==> src/rtl/counter_updown_mod.sv <==
// WIDTH-bit up/down counter with programmable modulus, parallel load, clear, wrap/saturate and wrap pulse.
// Define COUNTER_PRESCALE_EN to allow a count step only once every PRESCALE enabled cycles.
module counter_updown_mod #(
    parameter int              WIDTH    = 8,
    parameter longint unsigned MODULUS  = 64'd1 << WIDTH,
    parameter bit              SATURATE = 1'b0,
    parameter int              PRESCALE = 4
) (
    input  logic             clk,
    input  logic             rst,
    input  logic             enable,
    input  logic             up_down,
    input  logic             load,
    input  logic [WIDTH-1:0] load_value,
    input  logic             clear,
    output logic [WIDTH-1:0] count,
    output logic             tc,
    output logic             wrap
);
    localparam logic [WIDTH-1:0] TOP = WIDTH'(MODULUS - 64'd1);

    if (WIDTH < 2 || WIDTH > 32 || MODULUS < 2 || MODULUS > (64'd1 << WIDTH) || PRESCALE < 1)
    begin : g_bad_cfg
        $error("counter_updown_mod: illegal parameter combination");
    end

    logic             tick;
    logic             step;
    logic             at_end;
    logic             at_end_seen;
    logic [WIDTH-1:0] load_clamped;

`ifdef COUNTER_PRESCALE_EN
    localparam int          PW   = (PRESCALE > 1) ? $clog2(PRESCALE) : 1;
    localparam logic [PW-1:0] PTOP = PW'(PRESCALE - 1);

    logic [PW-1:0] psc;

    assign tick = enable && (psc == PTOP);

    // Prescaler only advances on enabled cycles; clear/load restart the period.
    always_ff @(posedge clk or posedge rst) begin
        if (rst)
            psc <= '0;
        else if (clear || load)
            psc <= '0;
        else if (enable)
            psc <= tick ? '0 : psc + PW'(1);
    end
`else
    assign tick = enable;
`endif

    assign load_clamped = (64'(load_value) > 64'(TOP)) ? TOP : load_value;
    assign step         = tick && !clear && !load;
    assign at_end       = up_down ? (count == TOP) : (count == '0);
    assign tc           = step && at_end;

    always_ff @(posedge clk or posedge rst) begin
        if (rst) begin
            count       <= '0;
            wrap        <= 1'b0;
            at_end_seen <= 1'b0;
        end else if (clear) begin
            count       <= '0;
            wrap        <= 1'b0;
            at_end_seen <= 1'b0;
        end else if (load) begin
            count       <= load_clamped;
            wrap        <= 1'b0;
            at_end_seen <= 1'b0;
        end else if (step) begin
            if (!at_end) begin
                count       <= up_down ? count + WIDTH'(1) : count - WIDTH'(1);
                wrap        <= 1'b0;
                at_end_seen <= 1'b0;
            end else if (SATURATE) begin
                // Pulse only on the first blocked step; later attempts at the end stay quiet.
                wrap        <= !at_end_seen;
                at_end_seen <= 1'b1;
            end else begin
                count <= up_down ? '0 : TOP;
                wrap  <= 1'b1;
            end
        end else begin
            wrap <= 1'b0;
        end
    end
endmodule

==> config.mk <==
export PLATFORM = sky130hd
export DESIGN_NAME = counter_updown_mod
export DESIGN_NICKNAME = d
export VERILOG_FILES = /design/src/rtl/counter_updown_mod.sv
export SDC_FILE = /design/constraint.sdc
export NUM_CORES = 1
export LEC_CHECK = 0
export CELL_PAD_IN_SITES_DETAIL_PLACEMENT = 1
export CELL_PAD_IN_SITES_GLOBAL_PLACEMENT = 1
export CORE_UTILIZATION = 36
export CTS_CLUSTER_DIAMETER = 60
export DETAILED_ROUTE_END_ITERATION = 7
export PLACE_DENSITY_LB_ADDON = 0.1
export SLEW_MARGIN = 20
export SYNTH_ARGS = -nofsm -noshare
export SYNTH_HDL_FRONTEND = slang
export SYNTH_SLANG_ARGS = --single-unit
==> constraint.sdc <==
create_clock -name clk -period 3.1 [get_ports clk]
set_input_delay 0.31 -clock clk [delete_from_list [all_inputs] [get_ports clk]]
set_output_delay 0.31 -clock clk [all_outputs]
set_load 0.005 [all_outputs]
==> impl_metrics.yaml, run 1 <==
timing:
  max_freq_ghz: 0.381
  report.final.slew_viol_count: 0
  rsz0062_at_grt: "false"
  worst_slew_pin_slew_ns: 0.484
  report.final.hold_viol_count: 0
  final-setup-viol-count: 0
  relSlewSlack_pct: 67.6
  clock_period_minus_worst_slack_ns: 2.63
  clock_skew_ns: 0.00189
  finalCritPeriodShare_pct: 84.8
  totalNegativeSetupSlack_ns: 0
global_route:
  gr-usage-all-layers_pct: 22.5
  antenna_found_initial: 0
  grt_overflow_total: 0
  via_count_of_the_first_global_routing_pass: 851
  global_route_wire_length_before_repair_mm: 4.13
  grt_max_degree: 19
pwr:
  power.share.switching_pct: 34.8
  power.sequential.fraction_pct: 36.8
  net-switching-power_w: 0.000135
  clkPwrFrac_pct: 25.2
  power_frac_comb_pct: 38.1
  power.density_mw_per_mm2: 358
  vdd.ir_drop.worst_mv: 0.190
  p_leak_nw: 0.468
  internal_pwr_total_w: 0.000252
worst_setup_path:
  crit_path_cell_trace: "clkdlybuf4s50_1, nor4_1, nand3_1, a211oi_1, clkdlybuf4s50_1"
  library_cell_appearing_most_often_on_the_critical_path: "clkdlybuf4s50_1"
  crit_cells: 5
  crit_buf_inv: 2
  cp_top_family: "buffers and inverters"
  timing.critical_path.from: "up_down"
  worst_ep_required_time_ns: 2.79
  r2r-end: "count[4]"
  max_stage_delay_ns: 0.56
  rrSetupSlack_ns: 0.96
  crit_arrival_ns: 2.32
  r2r_cells: 7
  setup.worst_path.start_class: "primary input"
  end_kind: "output pin"
  setup.worst_path.end: "tc"
  timing.setup.critical_path_class: "primary input to output pin"
  critical_path.reg2reg.startpoint: "count[0]"
  cp_slowest_cell: "clkdlybuf4s50_1"
  cp_max_fo: 5
yosys:
  netlist_area_um2: 801
  synth_most_common_cell: "a21oi_1"
  asyncSetResetFlopFracSynth_pct: 100
  syn_area_per_cell_um2: 8.34
  post-synth-top-area-cell: "dfrtp_1"
  synth_edf_count: 0
  flops_latches_synth: 9
  netlist_instances: 96
  mappedNetlistNets: 117
  ys.flop_type: "dfrtp_1"
  post-synth-top-area-fraction_pct: 28.1
  seq_area_frac_synth_pct: 28.1
  synth_area_leaders: "dfrtp_1 (28%), ha_1 (9.4%), a21oi_1 (7.5%)"
  ys.warnings.count: 0
  synthTopCellsByCount: "a21oi_1 (12), dfrtp_1 (9), inv_1 (8)"
  synth_cell_type_count: 36
clocking:
  htree_depth: 1
  postCtsSetupBuffers: 0
  cts_resized: 0
  cts_tree: "built"
  cts-root-to-sink-buffers: 2
  clock_sink_count: 9
  path_clk_slew_ns: 0.07
  clk_root_buffer_cell: "clkbuf_4"
  cts_made_buffers: 3
  ctsHoldBuffers: 0
  worstSkewPairLatency_ns: 0.27
layout:
  final_layout_size_suffix_gt1_share_pct: 3.33
  layout-area-overhead-vs-synth_pct: 35.0
  nNetsFinal: 142
  num_antenna_cells: 0
  utilization_pct: 53.5
drt:
  vias: 842
  drc: 0
  dr.first_iter.drc_count: 11
  antenna_violating_nets_left: 0
  drt-total-wl_mm: 2.38
  dr.pass1.iters: 4
  routedWlPerCell_um: 16.2
  routed_via_density: 5.73
placement:
  dpl.hpwl_mm: 1.86
  numPortBuffers: 23
  gp_congestion: 0.884
flow_run:
  max_cap_violation_count: 0
die:
  fp.coreArea_mm2: 0.00202
  floorplan.initialDensity_pct: 39.6
  dieWidth_um: 49.2
  die_y_um: 49.2
  pin_count: 24
  fp.dieArea_mm2: 0.00242
  fp-row-count: 16
min_path:
  hold_class: "primary input to asynchronous set/reset pin"
outcome:
  run_status: "complete, no violations"
==> cell usage in the layout, fill, tap and decap left out, types with 2 or more instances in the layout <==
master / netlist / final
clkbuf_4: 0 / 3
a21oi_1: 12 / 12
dfrtp_1: 9 / 9
nand2b_1: 4 / 4
a21o_1: 3 / 3
a211oi_1: 2 / 2
nor2_1: 5 / 5
inv_1: 8 / 8
xnor2_1: 4 / 4
nor3b_1: 2 / 2
nor3_1: 3 / 3
ha_1: 6 / 6
nand3_1: 3 / 3
a221oi_1: 2 / 2
nand2_1: 5 / 5
o211ai_1: 2 / 2
o311ai_1: 2 / 2
nand4_1: 2 / 2
o21ai_0: 2 / 2
clkdlybuf4s50_1: 0 / 23
==> power by group through the flow <==
stage / registers (W) / clock network, W / logic [W]
final: 0.000142 / 0.0000973 / 0.000147
after global routing: 0.000144 / 0.000105 / 0.000163
after CTS: 0.000142 / 0.0000982 / 0.000148
after detailed placement: 0.000144 / 0 / 0.000146
after global placement: 0.000145 / 0 / 0.000141
after floorplan: 0.000141 / 0 / 0.0000855
==> state kept, by name, indices dropped and copies added, names as in the netlist <==
register  count
count         8
wrap          1
==> stage by stage <==
step | cell area, µm² | total power, W | std cells | worst slack, ns | hold WS (ns)
6_report | 1080 | 0.000387 | 147 | 0.472 | 0.315
5_1_grt | 1080 | 0.000413 | 147 | 0.367 | 0.387
4_1_cts | 1080 | 0.000388 | 147 | 0.506 | 0.321
3_5_place_dp | 1050 | 0.000290 | 143 | 0.473 | 0.616
3_3_place_gp | 1050 | 0.000285 | 143 | 0.541 | 0.609
2_1_floorplan | 801 | 0.000226 | 96 | 1.42 | 0.138
==> final cells by class <==
cell class,instances,area (µm²)
timing repair buffer,24,238
fill,236,941
inverter,8,30.0
tap,27,33.8
multi-input combinational,75,528
clock buffer,4,26.3
sequential,9,225
==> per-layer routing <==
layer | up-vias | track usage (%) | share of wire, %
met4 | 0 | 5.39 | 1.6
met1 | 392 | 29.2 | 43
met3 | 5 | 7.48 | 7.3
met5 | - | 0 | 0
met2 | 42 | 35.8 | 48
li1 | 403 | - | -
==> worst register-to-register path, stage by stage, from the launching register on <==
cell and delay, ns:
dfrtp_1 0.49, inv_1 0.11, fa_1 0.44, nor2b_1 0.21, o21ai_0 0.11, a21oi_1 0.24, o211ai_1 0.12, a221oi_1 0.31
==> logic make-up after synthesis <==
| logic type | Yosys count | share of synthesized area (%) |
|---|---|---|
| buf+inv | 12 | 5.94 |
| fa+ha+maj | 7 | 11.9 |
| compound gates | 33 | 28.1 |
| flops | 9 | 28.1 |
| xor+xnor | 5 | 5.47 |
| simple gates | 30 | 20.5 |
==> worst min path at each step <==
stage | startpoint | endpoint | depth (start not counted)
2_1_floorplan | rst | count[0] | 1
3_3_place_gp | rst | count[0] | 2
3_5_place_dp | rst | count[0] | 2
4_1_cts | rst | count[0] | 2
5_1_grt | rst | count[0] | 2
6_report | rst | count[4] | 2
(Power assumes the default switching activity.)
==> run 2, diff against run 1 <==
Settings changed: CORE_UTILIZATION 36 to 30.
Clock period 3.1 ns to 2.3 ns, I/O delays scaled along.
==> run 2 against run 1 <==
  * First-iteration DRC count increased by 140%
  * Total power increased by 43%
  * Clock-buffer cell count unchanged
  * Clock skew decreased by 0.0013 ns
  * Hold slack got worse by 0.087 ns
  * Non-clock buffer count increased by 10
  * Combinational power increased by 52%
  * Register-to-register slack got worse by 0.57 ns
  * Final cell count increased by 8.8%
  * Clock power increased by 37%
  * Die area increased by 19%
  * Critical path depth decreased by 1
  * Largest cell class unchanged
==> impl_metrics.yaml, run 2 (same netlist as run 1, synthesis figures left out) <==
outcome:
  run_status: "complete, no violations"
layout:
  nNetsFinal: 152
  multi_input_comb_area_um2: 558
  sequential_cell_area_um2: 230
  mostFrequentLayoutCells: "clkdlybuf4s50_1 (22), a21oi_1 (12), buf_4 (11)"
  registers.top_by_ff_count: "count"
  biggestRegsByFlops: "count: 8 flops, wrap: 1 flops"
  layout_commonest_cell: "clkdlybuf4s50_1"
  layoutNonFillerInstCount: 160
  final_layout_size_suffix_gt1_share_pct: 16.9
  num_antenna_cells: 0
  fillerInstances: 315
  layout-area-overhead-vs-synth_pct: 49.1
  number_of_flip_flops_under_the_largest_register_name: 8
placement:
  dpl.hpwl_mm: 2.05
  gp_congestion: 0.812
  numPortBuffers: 23
  numPlacedInstances: 156
die:
  pin_count: 24
  dieWidth_um: 53.7
  fp.coreArea_mm2: 0.00250
  floorplan.initialDensity_pct: 32.0
  fp.dieArea_mm2: 0.00288
  fp-row-count: 18
  die_y_um: 53.7
pwr:
  vdd.ir_drop.worst_mv: 0.350
  fin_total_pwr_w: 0.000554
  power.density_mw_per_mm2: 464
  p_leak_nw: 0.516
timing:
  relSlewSlack_pct: 70.9
  clock_skew_ns: 0.000587
  finalCritPeriodShare_pct: 96.1
  report.final.hold_viol_count: 0
  report.final.slew_viol_count: 0
  final-setup-viol-count: 0
  max_freq_ghz: 0.452
  clock_period_minus_worst_slack_ns: 2.21
  worst_slew_pin_slew_ns: 0.434
global_route:
  global_route_wire_length_before_repair_mm: 4.17
  grt_max_degree: 18
  antenna_found_initial: 0
  via_count_of_the_first_global_routing_pass: 864
  grt_overflow_total: 0
  gr-usage-all-layers_pct: 20.8
drt:
  routedWlPerCell_um: 16.6
  antenna_violating_nets_left: 0
  drt-total-wl_mm: 2.65
  vias: 885
  routed_via_density: 5.53
  dr.first_iter.drc_count: 26
  dr.pass1.iters: 4
  drc: 0
clocking:
  cts-root-to-sink-buffers: 2
  clk_root_buffer_cell: "clkbuf_4"
  clock_sink_count: 9
  cts_made_buffers: 3
  postCtsSetupBuffers: 0
  cts_tree: "built"
  htree_depth: 1
  path_clk_slew_ns: 0.07
  ctsHoldBuffers: 0
  worstSkewPairLatency_ns: 0.27
worst_setup_path:
  end_kind: "output pin"
  cp_max_fo: 5
  crit_arrival_ns: 1.98
  timing.setup.critical_path_class: "flip-flop to output pin"
  setup.worst_path.start_class: "flip-flop"
  worst_ep_required_time_ns: 2.07
min_path:
  hold_class: "primary input to asynchronous set/reset pin"
flow_run:
  max_cap_violation_count: 0
## run 2: cell count changes in the layout (fill, tap and decap cells not counted)
cell	change
nand3_2	+1
nor4_1	-1
dlygate4sd2_1	+1
buf_4	+10
nor3_1	-1
nor3_2	+1
clkdlybuf4s50_1	-1
a211oi_1	-1
dfrtp_1	-4
nand3_1	-1
a211oi_2	+1
nor4_4	+1
dfrtp_2	+4
## run 2: area by class of cell
| type | instances | area share [%] |
|---|---|---|
| clock buffers | 4 | 2.20 |
| multi-input cells | 75 | 46.8 |
| repair buffers | 34 | 26.1 |
| well taps | 30 | 3.14 |
| inverters | 8 | 2.52 |
| flip-flops and latches | 9 | 19.3 |
## run 2: per-layer routing
layer,vias to the layer above,track usage (%),share of wire [%]
met2,22,33.1,46
met5,-,0,0
met3,0,5.93,4.2
met4,0,2.63,0
met1,432,28.1,50
li1,431,-,-
## run 2: worst max-delay path: stages, from the launching register on
cell	delay (ns)
dfrtp_2	0.46
nor4_4	0.33
nand3_2	0.14
a211oi_2	0.24
clkdlybuf4s50_1	0.54
## run 2: report_power, final
group	internal [W]	switching, W	leakage, nW
combinational	0.000120	0.000103	0.388
sequential	0.000172	0.0000257	0.112
clock	0.0000672	0.0000654	0.0150
## run 2: through the flow
stage,setup TNS (ns),hold slack [ns],instance area [µm²],utilization (%),setup WS (ns)
floorplan,0,0.0579,801,-,0.627
global placement,-0.0681,0.535,1130,45.3,-0.0681
detailed placement,-0.0460,0.532,1130,45.3,-0.0210
CTS,0,0.235,1180,47.1,0.00228
global route,-0.0138,0.264,1190,47.7,-0.0138
finish,0,0.227,1190,47.7,0.0899
## run 2: path summary, 6_finish.rpt
path,from,end,slack (ns),cells past startpoint
min in group clk,load_value[1],count[1],0.52,3
max in group asynchronous,rst,count[7],1.78,2
worst max-delay path,count[7],tc,0.09,4
worst min register to register,count[4],count[4],0.71,2
worst max register to register,count[1],count[4],0.39,7
worst min-delay path,rst,wrap,0.23,2
## run 2: timing repair
action | CTS | global route
setup endpoints to repair | 1 | 1
endpoints found under the hold margin | 0 | 0
resized for setup | 6 | 4
pin swaps | 0 | 1
==> run 3, diff against run 2 <==
Settings changed: MAX_ROUTING_LAYER set to met4.
==> run 3 against run 2 <==
  * Highest routed layer unchanged
  * Clock power about the same
  * Total power about the same
  * Wire length up 0.41%
  * Non-clock buffer count unchanged
  * Hold slack about the same
  * Critical endpoint unchanged
  * Final cell count unchanged
==> impl_metrics.yaml, run 3 (same netlist as run 1, synthesis figures left out) <==
drt:
  dr.pass1.iters: 4
  routedWlPerCell_um: 16.7
  vias: 896
  antenna_violating_nets_left: 0
  dr.first_iter.drc_count: 26
  drc: 0
  drt-total-wl_mm: 2.67
  routed_via_density: 5.60
outcome:
  run_status: "complete, no violations"
global_route:
  grt_util_met3_pct: 5.93
  antenna_found_initial: 0
  grt_max_degree: 18
  global_route_wire_length_before_repair_mm: 4.17
  grt.met2_usage_pct: 33.1
  grt_overflow_total: 0
  gr-usage-all-layers_pct: 21.4
  via_count_of_the_first_global_routing_pass: 865
  met1_usage_pct: 28.1
  grt.busiest_layer: "met2"
placement:
  dpl.hpwl_mm: 2.05
  post_dp_cell_area_mm2: 0.00113
  gp_congestion: 0.824
  numPortBuffers: 23
pwr:
  net-switching-power_w: 0.000194
  power.density_mw_per_mm2: 464
  p_leak_nw: 0.516
  fin_total_pwr_w: 0.000554
  power.share.switching_pct: 35.1
  clkPwrFrac_pct: 24.0
  power.sequential.fraction_pct: 35.7
  vdd.ir_drop.worst_mv: 0.350
  internal_pwr_total_w: 0.000359
  power_frac_comb_pct: 40.3
clocking:
  clk_root_buffer_cell: "clkbuf_4"
  worstSkewPairLatency_ns: 0.27
  clock_sink_count: 9
  cts_tree: "built"
  postCtsSetupBuffers: 0
  htree_depth: 1
  cts-root-to-sink-buffers: 2
  path_clk_slew_ns: 0.07
  cts_made_buffers: 3
timing:
  clock_period_minus_worst_slack_ns: 2.21
  final-setup-viol-count: 0
  clock_skew_ns: 0.000655
  report.final.slew_viol_count: 0
  max_freq_ghz: 0.451
  worst_slew_pin_slew_ns: 0.434
  finalCritPeriodShare_pct: 96.3
  totalNegativeSetupSlack_ns: 0
  report.final.hold_viol_count: 0
  relSlewSlack_pct: 70.9
layout:
  layout-area-overhead-vs-synth_pct: 49.1
  fillerInstances: 315
  postLayoutCellArea_mm2: 0.00119
  registers.top_by_ff_count: "count"
  num_antenna_cells: 0
  mostFrequentLayoutCells: "clkdlybuf4s50_1 (22), a21oi_1 (12), buf_4 (11)"
  utilization_pct: 47.7
  layout_commonest_cell: "clkdlybuf4s50_1"
  number_of_flip_flops_under_the_largest_register_name: 8
  biggestRegsByFlops: "count: 8 flops, wrap: 1 flops"
  nNetsFinal: 152
  final_layout_size_suffix_gt1_share_pct: 16.9
die:
  dieWidth_um: 53.7
  pin_count: 24
  fp.coreArea_mm2: 0.00250
  fp-row-count: 18
  floorplan.initialDensity_pct: 32.0
  fp.dieArea_mm2: 0.00288
  die_y_um: 53.7
worst_setup_path:
  r2r_cells: 7
  crit_path_cell_trace: "nor4_4, nand3_2, a211oi_2, clkdlybuf4s50_1"
  setup.worst_path.start_class: "flip-flop"
  timing.critical_path.from: "count[7]"
  r2r-end: "count[4]"
  rrSetupSlack_ns: 0.40
  critical_path.reg2reg.startpoint: "count[1]"
  crit_cells: 4
  timing.setup.critical_path_class: "flip-flop to output pin"
  worst_ep_required_time_ns: 2.07
  cp_max_fo: 5
  cp_top_family: "buffers and inverters"
  setup.worst_path.end: "tc"
  max_stage_delay_ns: 0.54
  crit_arrival_ns: 1.98
  cp_slowest_cell: "clkdlybuf4s50_1"
  crit_buf_inv: 1
  end_kind: "output pin"
flow_run:
  max_cap_violation_count: 0
min_path:
  hold_class: "primary input to asynchronous set/reset pin"
[run 3: cell counts in the layout (fill, tap and decap cells not counted)]
No cell type changed its count.
[run 3: metal layers]
layer / vias to the layer above / share of wire, %
li1: 430 / -
met1: 439 / 49
met2: 27 / 47
met3: 0 / 4.0
met4: 0 / 0
met5: - / 0
[run 3: worst min path at each step]
stage	from	to	slack [ns]	cells past startpoint
global route	rst	wrap	0.26	2
finish	rst	wrap	0.23	2
global placement	rst	wrap	0.54	2
floorplan	rst	count[0]	0.06	1
CTS	rst	wrap	0.24	2
detailed placement	rst	wrap	0.53	2
[run 3: repair_timing]
action	4_1_cts	5_1_grt
pin swaps	0	1
hold buffers	0	0
resized for setup	6	4
endpoints found under the setup margin	1	1
[run 3: metrics by stage]
stage               cells  setup slack, ns  hold slack [ns]
finish                160           0.0851            0.227
floorplan              96            0.627           0.0579
global route          160          -0.0138            0.264
CTS                   160          0.00228            0.235
global placement      156          -0.0681            0.535
detailed placement    156          -0.0210            0.532
[run 3: worst register-to-register path, cell delays in order, from the launching register on]
cell and delay [ns]:
dfrtp_1 0.48, inv_1 0.09, fa_1 0.42, nor2b_1 0.17, o21ai_0 0.11, a21oi_1 0.19
o211ai_1 0.11, a221oi_1 0.24
[run 3: power groups by stage]
| stage | sequential (W) | clock (W) | combinational, W |
|---|---|---|---|
| after floorplan | 0.000190 | 0 | 0.000115 |
| after global placement | 0.000196 | 0 | 0.000211 |
| after detailed placement | 0.000195 | 0 | 0.000217 |
| after CTS | 0.000196 | 0.000136 | 0.000221 |
| after global routing | 0.000200 | 0.000145 | 0.000247 |
| final | 0.000198 | 0.000133 | 0.000223 |
[run 3: area by class of cell]
cell class | count | area [µm²] | share of cell area, %
clock buffer | 4 | 26.3 | 2.20
inverter | 8 | 30.0 | 2.52
multi-input combinational | 75 | 558 | 46.8
sequential | 9 | 230 | 19.3
tap | 30 | 37.5 | 3.14
timing repair buffer | 34 | 312 | 26.1
